[config.mk]
export PLATFORM = sky130hd
export DESIGN_NAME = bin2bcd_seq_flat
export DESIGN_NICKNAME = d
export VERILOG_FILES = /design/src/rtl/bin2bcd_pkg.sv /design/src/rtl/bin2bcd_seq_if.sv /design/src/rtl/bcd_digit_adj.sv /design/src/rtl/bin2bcd_seq.sv /design/src/flat_wrapper.sv
export SDC_FILE = /design/constraint.sdc
export NUM_CORES = 1
export LEC_CHECK = 0
export ABC_AREA = 1
export CORE_UTILIZATION = 40
export DETAILED_ROUTE_END_ITERATION = 8
export GPL_TIMING_DRIVEN = 0
export PLACE_DENSITY = 0.66
export SYNTH_ARGS = -nofsm -noshare
export SYNTH_HDL_FRONTEND = slang
export SYNTH_SLANG_ARGS = --single-unit
[constraint.sdc]
create_clock -name clk -period 3.75 [get_ports clk]
set_input_delay 0.375 -clock clk [delete_from_list [all_inputs] [get_ports clk]]
set_output_delay 0.375 -clock clk [all_outputs]
set_load 0.005 [all_outputs]
[src/rtl/bin2bcd_pkg.sv]
// Shared types and constants for the sequential binary-to-BCD converter.
package bin2bcd_pkg;

    typedef enum logic [0:0] {
        IDLE  = 1'b0,
        SHIFT = 1'b1
    } b2b_state_t;

    localparam logic [3:0] BCD_NINE = 4'd9;

    // Enough decimal digits to hold any WIDTH-bit value (log10(2) ~ 0.301).
    function automatic int calc_idigits(input int width);
        return (width * 301) / 1000 + 1;
    endfunction

endpackage

[src/rtl/bin2bcd_seq_if.sv]
// Request/result bundle between the converter and its user (e.g. the display driver).
import bin2bcd_pkg::*;

interface bin2bcd_seq_if #(
    parameter int WIDTH  = 32,
    parameter int DIGITS = 8
);
    // start/bin are sampled only on the edge where the converter is idle;
    // busy covers the conversion, done pulses once when bcd/ovf update.
    logic                  start;
    logic [WIDTH-1:0]      bin;
    logic                  busy;
    logic                  done;
    logic [4*DIGITS-1:0]   bcd;
    logic                  ovf;
    b2b_state_t            dbg_state;

    modport master (
        output start, bin,
        input  busy, done, bcd, ovf, dbg_state
    );

    modport slave (
        input  start, bin,
        output busy, done, bcd, ovf, dbg_state
    );

endinterface

[src/rtl/bcd_digit_adj.sv]
// Double-dabble digit correction: add 3 to a BCD digit that is 5 or more.
module bcd_digit_adj (
    input  logic [3:0] d_i,
    output logic [3:0] d_o
);

    assign d_o = (d_i >= 4'd5) ? d_i + 4'd3 : d_i;

endmodule

[src/rtl/bin2bcd_seq.sv]
// Iterative double-dabble binary-to-BCD converter, one input bit per clock,
// with saturation to all nines when the result exceeds DIGITS digits.
import bin2bcd_pkg::*;

module bin2bcd_seq #(
    parameter int WIDTH  = 32,
    parameter int DIGITS = 8
) (
    input  logic          clk,
    input  logic          reset_n,
    bin2bcd_seq_if.slave  bus
);

    localparam int IDIGITS = calc_idigits(WIDTH);
    localparam int SCR_W   = 4 * IDIGITS + WIDTH;
    localparam int CW      = $clog2(WIDTH + 1);

    b2b_state_t            state_q, state_d;
    logic [CW-1:0]         cnt_q, cnt_d;
    logic [SCR_W-1:0]      scratch_q, scratch_d;
    logic [4*DIGITS-1:0]   bcd_q, bcd_d;
    logic                  ovf_q, ovf_d;
    logic                  done_q, done_d;

    logic [4*IDIGITS-1:0]  adj_bcd;
    logic [SCR_W-1:0]      shifted;
    logic                  ovf_hit;

    for (genvar g = 0; g < IDIGITS; g++) begin : g_adj
        bcd_digit_adj u_adj (
            .d_i (scratch_q[WIDTH + 4*g +: 4]),
            .d_o (adj_bcd[4*g +: 4])
        );
    end

    // The top digit can never reach 8, so dropping the adjusted MSB loses nothing.
    assign shifted = {adj_bcd[4*IDIGITS-2:0], scratch_q[WIDTH-1:0], 1'b0};

    always_comb begin
        ovf_hit = 1'b0;
        for (int i = DIGITS; i < IDIGITS; i++) begin
            ovf_hit = ovf_hit | (|shifted[WIDTH + 4*i +: 4]);
        end
    end

    always_comb begin
        state_d   = state_q;
        cnt_d     = cnt_q;
        scratch_d = scratch_q;
        bcd_d     = bcd_q;
        ovf_d     = ovf_q;
        done_d    = 1'b0;
        case (state_q)
            IDLE: begin
                if (bus.start) begin
                    scratch_d = {{(4*IDIGITS){1'b0}}, bus.bin};
                    cnt_d     = CW'(WIDTH);
                    state_d   = SHIFT;
                end
            end
            SHIFT: begin
                scratch_d = shifted;
                cnt_d     = cnt_q - 1'b1;
                if (cnt_q == CW'(1)) begin
                    ovf_d   = ovf_hit;
                    bcd_d   = ovf_hit ? {DIGITS{BCD_NINE}} : shifted[WIDTH +: 4*DIGITS];
                    done_d  = 1'b1;
                    state_d = IDLE;
                end
            end
            default: state_d = IDLE;
        endcase
    end

    always_ff @(posedge clk or negedge reset_n) begin
        if (!reset_n) begin
            state_q   <= IDLE;
            cnt_q     <= '0;
            scratch_q <= '0;
            bcd_q     <= '0;
            ovf_q     <= 1'b0;
            done_q    <= 1'b0;
        end else begin
            state_q   <= state_d;
            cnt_q     <= cnt_d;
            scratch_q <= scratch_d;
            bcd_q     <= bcd_d;
            ovf_q     <= ovf_d;
            done_q    <= done_d;
        end
    end

    assign bus.busy      = (state_q == SHIFT);
    assign bus.done      = done_q;
    assign bus.bcd       = bcd_q;
    assign bus.ovf       = ovf_q;
    assign bus.dbg_state = state_q;

endmodule
[src/flat_wrapper.sv]
// flat-port wrapper written by rule: the top's interface ports become plain ports
module bin2bcd_seq_flat 
#(
    parameter int WIDTH  = 32,
    parameter int DIGITS = 8
)
  (clk, reset_n, bus_start, bus_bin, bus_busy, bus_done, bus_bcd, bus_ovf, bus_dbg_state);
  bin2bcd_seq_if #(.WIDTH(WIDTH), .DIGITS(DIGITS)) bus_i ();
  input  logic clk;
  input  logic reset_n;
  input wire logic [$bits(bus_i.start)-1:0] bus_start;
  input wire logic [$bits(bus_i.bin)-1:0] bus_bin;
  output wire logic [$bits(bus_i.busy)-1:0] bus_busy;
  output wire logic [$bits(bus_i.done)-1:0] bus_done;
  output wire logic [$bits(bus_i.bcd)-1:0] bus_bcd;
  output wire logic [$bits(bus_i.ovf)-1:0] bus_ovf;
  output wire logic [$bits(bus_i.dbg_state)-1:0] bus_dbg_state;
  assign bus_i.start = bus_start;
  assign bus_i.bin = bus_bin;
  assign bus_busy = bus_i.busy;
  assign bus_done = bus_i.done;
  assign bus_bcd = bus_i.bcd;
  assign bus_ovf = bus_i.ovf;
  assign bus_dbg_state = bus_i.dbg_state;
  bin2bcd_seq #(.WIDTH(WIDTH), .DIGITS(DIGITS)) u_core (.clk(clk), .reset_n(reset_n), .bus(bus_i));
endmodule
### Yosys cells after proc, flatten, opt, wreduce, memory -nomap -nowiden

Cells that the tools add are included.

| operators by class | value |
|---|---|
| add/subtract/negate cells | 11 |
| $lt $le $gt $ge | 10 |
| equal/unequal tests | 2 |
| mux-type cells | 20 |
| bitwise gates (word level) | 2 |
| reductions and logical operators | 3 |

Operator list:

| operator | count |
|---|---|
| 72-bit case mux with 2 select lines | 1 |
| 72-bit two-way mux | 1 |
| 4-bit by 3-bit greater-or-equal comparator with 1-bit output, second input constant | 10 |
| 4-bit by 2-bit adder with 4-bit output, second input constant | 9 |
| 4-bit two-way mux | 9 |
| 32-bit two-way mux | 1 |
| 6-bit case mux with 2 select lines | 1 |
| 4-bit OR reduction | 2 |
| 6-bit by 1-bit == test with 1-bit output, second input constant | 1 |
| 6-bit two-way mux | 1 |
| 6-bit by 1-bit subtractor with 6-bit output, second input constant | 1 |
| 1-bit two-way mux | 4 |
| 3-bit by 2-bit adder with 3-bit output, second input constant | 1 |
| 3-bit two-way mux | 1 |
| 2-bit != test, second input constant | 1 |
| 1-bit case mux with 2 select lines | 1 |
| 2-bit AND reduction | 1 |
| 1-bit NOT | 1 |
| 1-bit bitwise OR | 1 |

| storage, ports and cells | value |
|---|---|
| register bits after elaboration | 113 |
| input port bits | 35 |
| output and inout bits | 36 |
| logic and storage cells | 54 |

### Depth between registers and ports, before layout

| logic depth | value |
|---|---|
| depth after elaboration | 5 |
| depth in mapped cells | 14 |
| gate-level depth less buffers | 13 |

### Modules after synthesis

Synthesis repeated with hierarchy kept, for this count alone.

| unflattened totals | value |
|---|---|
| cell total of the unflattened synthesis | 736 |
| area total of the unflattened synthesis | 6,055.8 µm² |

Modules (own cells, without submodules):

| module | instances | cells an instance | area each (µm²) | sequential area each (µm²) |
|---|---|---|---|---|
| bin2bcd_seq | 1 | 506 | 4,704.5 | 2,827.7 |
| bcd_digit_adj | 10 | 23 | 135.1 | 0.0 |

### Least setup slack after synthesis

No wires, ideal clock.

| timing | value |
|---|---|
| kind | register -> register |
| from | register u_core.scratch_q[64] |
| to | register u_core.bcd_q[27], in the netlist u_core.bus.bcd[27] |
| library setup time | 113 ps |
| arrival time | 1,538 ps |
| required time | 3,637 ps |
| setup slack | 2,099 ps |
| stages on the path, launching flop included | 14 |
| buffers on the path | 1 |
| clock period less this slack | 1,651 ps |
| cells stage by stage | dfrtp_1 -> inv_1 -> ha_1 -> nand2_1 -> nand2_2 -> nand2_1 -> nand2_1 -> nand2_1 -> nand2_2 -> nor2_8 -> buf_8 -> nand3_1 -> nand2_1 -> inv_1 |

| between the ends | value |
|---|---|
| word-level cells in the longest chain between the ends | 5 |
| elaborated cells between the ends (all ways) | 7 |
| classes of those cells | 1 x add/sub; 1 x order compare; 2 x mux; 1 x bitwise; 2 x reduce/logical |

Ends and longest elaborated chain:

| element | line | text |
|---|---|---|
| start: declaration | bin2bcd_seq.sv:20 | `logic [SCR_W-1:0] scratch_q, scratch_d;` |
| start signal: assignment | bin2bcd_seq.sv:86 | `scratch_q <= scratch_d;` |
| 4-bit by 2-bit adder with 4-bit output / 4-bit by 3-bit greater-or-equal comparator with 1-bit output (equally long branches) | bcd_digit_adj.sv:7 | `assign d_o = (d_i >= 4'd5) ? d_i + 4'd3 : d_i;` |
| 4-bit two-way mux (*) | bcd_digit_adj.sv:7 |  |
| 4-bit OR reduction | bin2bcd_seq.sv:42 | `ovf_hit = ovf_hit \| (\|shifted[WIDTH + 4*i +: 4]);` |
| 1-bit bitwise OR (*) | bin2bcd_seq.sv:42 |  |
| 32-bit two-way mux (*) | bin2bcd_seq.sv:66 | `bcd_d = ovf_hit ? {DIGITS{BCD_NINE}} : shifted[WIDTH +: 4*DIGITS];` |
| end signal: assignment | bin2bcd_seq.sv:80 | `bcd_q <= '0;` |
| end signal: assignment | bin2bcd_seq.sv:87 | `bcd_q <= bcd_d;` |
| end: declaration | bin2bcd_seq.sv:21 | `logic [4*DIGITS-1:0] bcd_q, bcd_d;` |

Every way passes the cells marked *; elsewhere a longest branch is shown, timed or not.
A chain may end at the register's enable or synchronous reset.

### Final worst setup path

| timing | value |
|---|---|
| from | register u_core.scratch_q[64] |
| to | register u_core.bcd_q[16], in the netlist u_core.bus.bcd[16] |

The elaborated chain is that of the path after synthesis.

==> run_results.csv <==
group,metric,value,unit
status,status,"finished clean",
detailed_routing,wl_per_cell,14.2,um
sta,max_slew_margin,60.9,%
synthesis,ys_warn_count,0,
floorplanning,coreArea,13900,um2
grt,grt.busiest_layer,"met2",
critical_path,critPathMaxStageDelay,0.40,ns
cts,cts.htree.levels,4,
sta,worst_pin_slew,0.587,ns
placement,portBuffers,70,
cts,cts-root-buf,"clkbuf_16",
critical_path,worst_setup_path_start_kind,"flip-flop",
critical_path,slowest_stage,"dfrtp_1",
grt,met2_usage,33.0,%
sta,skew,0.00577,ns
sta,rsz0062_at_grt,"no",
detailed_routing,drt_iter0_markers,306,
sta,period_needed,2.02,ns
cells_and_area,layout.nets,799,
floorplanning,die_w,121,um
cts,cts_setup_buffers,0,
sta,hold_viol,0,
critical_path,path_common_cell,"nand2_1",
synthesis,ys_types,37,
floorplanning,die_area,14700,um2
synthesis,syn-num-nets,708,
synthesis,synthTopCellsByArea,"dfrtp_1, nand2_1, ha_1",
detailed_routing,drt-pass1-iter-count,7,
grt,track_usage,19.9,%
cts,ctsHoldBuffers,1,
placement,dp_cells,902,
detailed_routing,drc,0,
detailed_routing,avgViaCountPerCell,5.09,
critical_path,path_cells,"inv_1 -> ha_1 -> nand2_1 -> nand2_2 -> nand2_1 -> nand2_1 -> nand2_1 -> nand2_2 -> nor2_8 -> buf_8 -> nand3_2 -> nand2_1 -> nand2_1",
cells_and_area,layout_commonest_cell,"nand2_1",
cts,clk_pin_slew_worst_paths,0.05,ns
placement,dp_slack,1.77,ns
placement,place_area,6650,um2
cts,cts_buffers,17,
grt,antenna_found_initial,0,
sta,fin_setup_tns,0,ns
grt,use_met1,24.2,%
cells_and_area,stdcell_area,7360,um2
floorplanning,ioPinCount,71,
critical_path,cp.required,4.06,ns
sta,final_max_slew_viol_count,0,
run,cap_violations,0,
floorplanning,die_y,121,um
cells_and_area,seq_area,2830,um2
synthesis,netlist_area,5700,um2
critical_path,reg2reg_slack,1.73,ns
detailed_routing,wl,13.3,mm
synthesis,synth_cells,651,
critical_path,cpLargestDelayFamily,"simple AND/OR/NAND/NOR gates",
cells_and_area,n_fill_cell,1238,
sta,max_freq,0.496,GHz
grt,met3_usage,5.59,%
detailed_routing,ant_nets,0,
cts,insertion_delay,0.42,ns
floorplanning,floorplan.initialDensity,41.1,%
min_path,hp-class,"reg -> reg",
cts,cts_buffer_depth,2,
cells_and_area,n_antenna_cell,0,
power_and_ir_drop,worst_ir_drop_vdd,401,uV
synthesis,yosysTopAreaCell,"dfrtp_1",
critical_path,critPathArrivalTime,2.32,ns
grt,grt_max_degree,70,
placement,gp_congestion,0.840,
synthesis,syn_area_per_cell,8.76,um2
cells_and_area,fin_cells,935,
grt,grt_pass1_wl,22.6,mm
synthesis,ys_ff_latch,113,
critical_path,end_kind,"flip-flop",
sta,final-setup-viol-count,0,
power_and_ir_drop,power.density,918,nW/um2
cells_and_area,multi_input_area,2500,um2
cells_and_area,layout_common_cells,"nand2_1, dfrtp_1, clkdlybuf4s50_1, inv_1, a22oi_1",
cts,cts_tree,"built",
critical_path,crit_fanout,10,
power_and_ir_drop,p_leak,3.61,nW
cells_and_area,areaGrowthSynthToFinish,29.1,%
floorplanning,rows,43,
cells_and_area,drive_gt1_share,13.2,%
detailed_routing,vias,4756,
synthesis,ys_seq_area_share,49.6,%
sta,period_share,53.8,%
grt,grt_pass1_vias,4850,
cts,cts_num_sinks,113,
critical_path,critPathKind,"reg -> reg",
sta,setup_ws,1.73,ns
grt,overflow,0,
critical_path,crit_buf_inv,2,
cts,cts_resized,0,
placement,hpwl,9.57,mm
synthesis,yosysTopAreaCellShare,49.6,%
worst min-delay path, stage by stage, from the launching register on:
cell and delay, ns:
dfrtp_1 0.34, nand2_1 0.05, nand2_1 0.06
per-layer routing:
layer  routed length (um)  part of all wire, %
met1                 5950                   45
met2                 6520                   49
met3                  589                  4.4
met4                  230                  1.7
met5                    0                    0
final timing paths:
path | startpoint | end | cells after the start
max | u_core.scratch_q[64] | u_core.bus.bcd[16] | 13
min | u_core.bus.bcd[8] | u_core.bus.bcd[8] | 2
max reg2reg | u_core.scratch_q[64] | u_core.bus.bcd[16] | 13
min reg2reg | u_core.bus.bcd[8] | u_core.bus.bcd[8] | 2
max in group asynchronous | reset_n | u_core.scratch_q[56] | 3
min in group asynchronous | reset_n | u_core.bus.bcd[29] | 2
flip-flops by register name, summed over array words and instances, names as in the netlist:
signal            cells
u_core.scratch_q     72
u_core.bus.bcd       32
u_core.cnt_q          6
u_core.bus.busy       1
u_core.bus.done       1
u_core.bus.ovf        1
cell families after synthesis:
| kind of cell | share of synthesized area [%] |
|---|---|
| AOI/OAI and AO/OA | 12.7 |
| xor gates and xnor gates | 1.23 |
| adders and majority gates | 4.83 |
| buffers and inverters | 6.65 |
| DFF | 49.6 |
| and+or+nand+nor | 25.0 |
per-stage QoR:
step | hold WS, ns | utilization [%] | power, mW
floorplan | 0.0794 | - | 3.99
global placement | 0.464 | 47.8 | 4.68
detailed placement | 0.417 | 47.9 | 4.85
CTS | 0.478 | 53.1 | 6.79
global route | 0.500 | 53.1 | 7.27
finish | 0.477 | 53.1 | 6.76
power breakdown:
part | internal [mW] | switching (mW)
Combinational | 1.10 | 1.70
Sequential | 1.72 | 0.327
Clock | 1.36 | 0.550
Total | 4.18 | 2.58
cell usage after synthesis (all sizes together):
library cell  count
nand2           211
dfrtp           113
inv              55
nand3            46
o21ai            45
a22oi            31
o22ai            25
ha               22
nor2             21
clkbuf           18
or2              16
a21oi            14
buf              12
xor2              8
nand4             4
clkinv            2
o211ai            2
a22o              1
and2              1
nand3b            1
nor3              1
o21a              1
o31ai             1
area by class of cell:
class,count,area share (%)
Timing Repair Buffer,72,9.99
Clock buffer,21,6.39
Tap cell,180,3.06
Buffer,30,2.23
Inverter,57,2.92
Multi-Input combinational cell,451,33.9
Clock inverter,11,3.13
Sequential cell,113,38.4
Power figures use the tool's default switching activity.
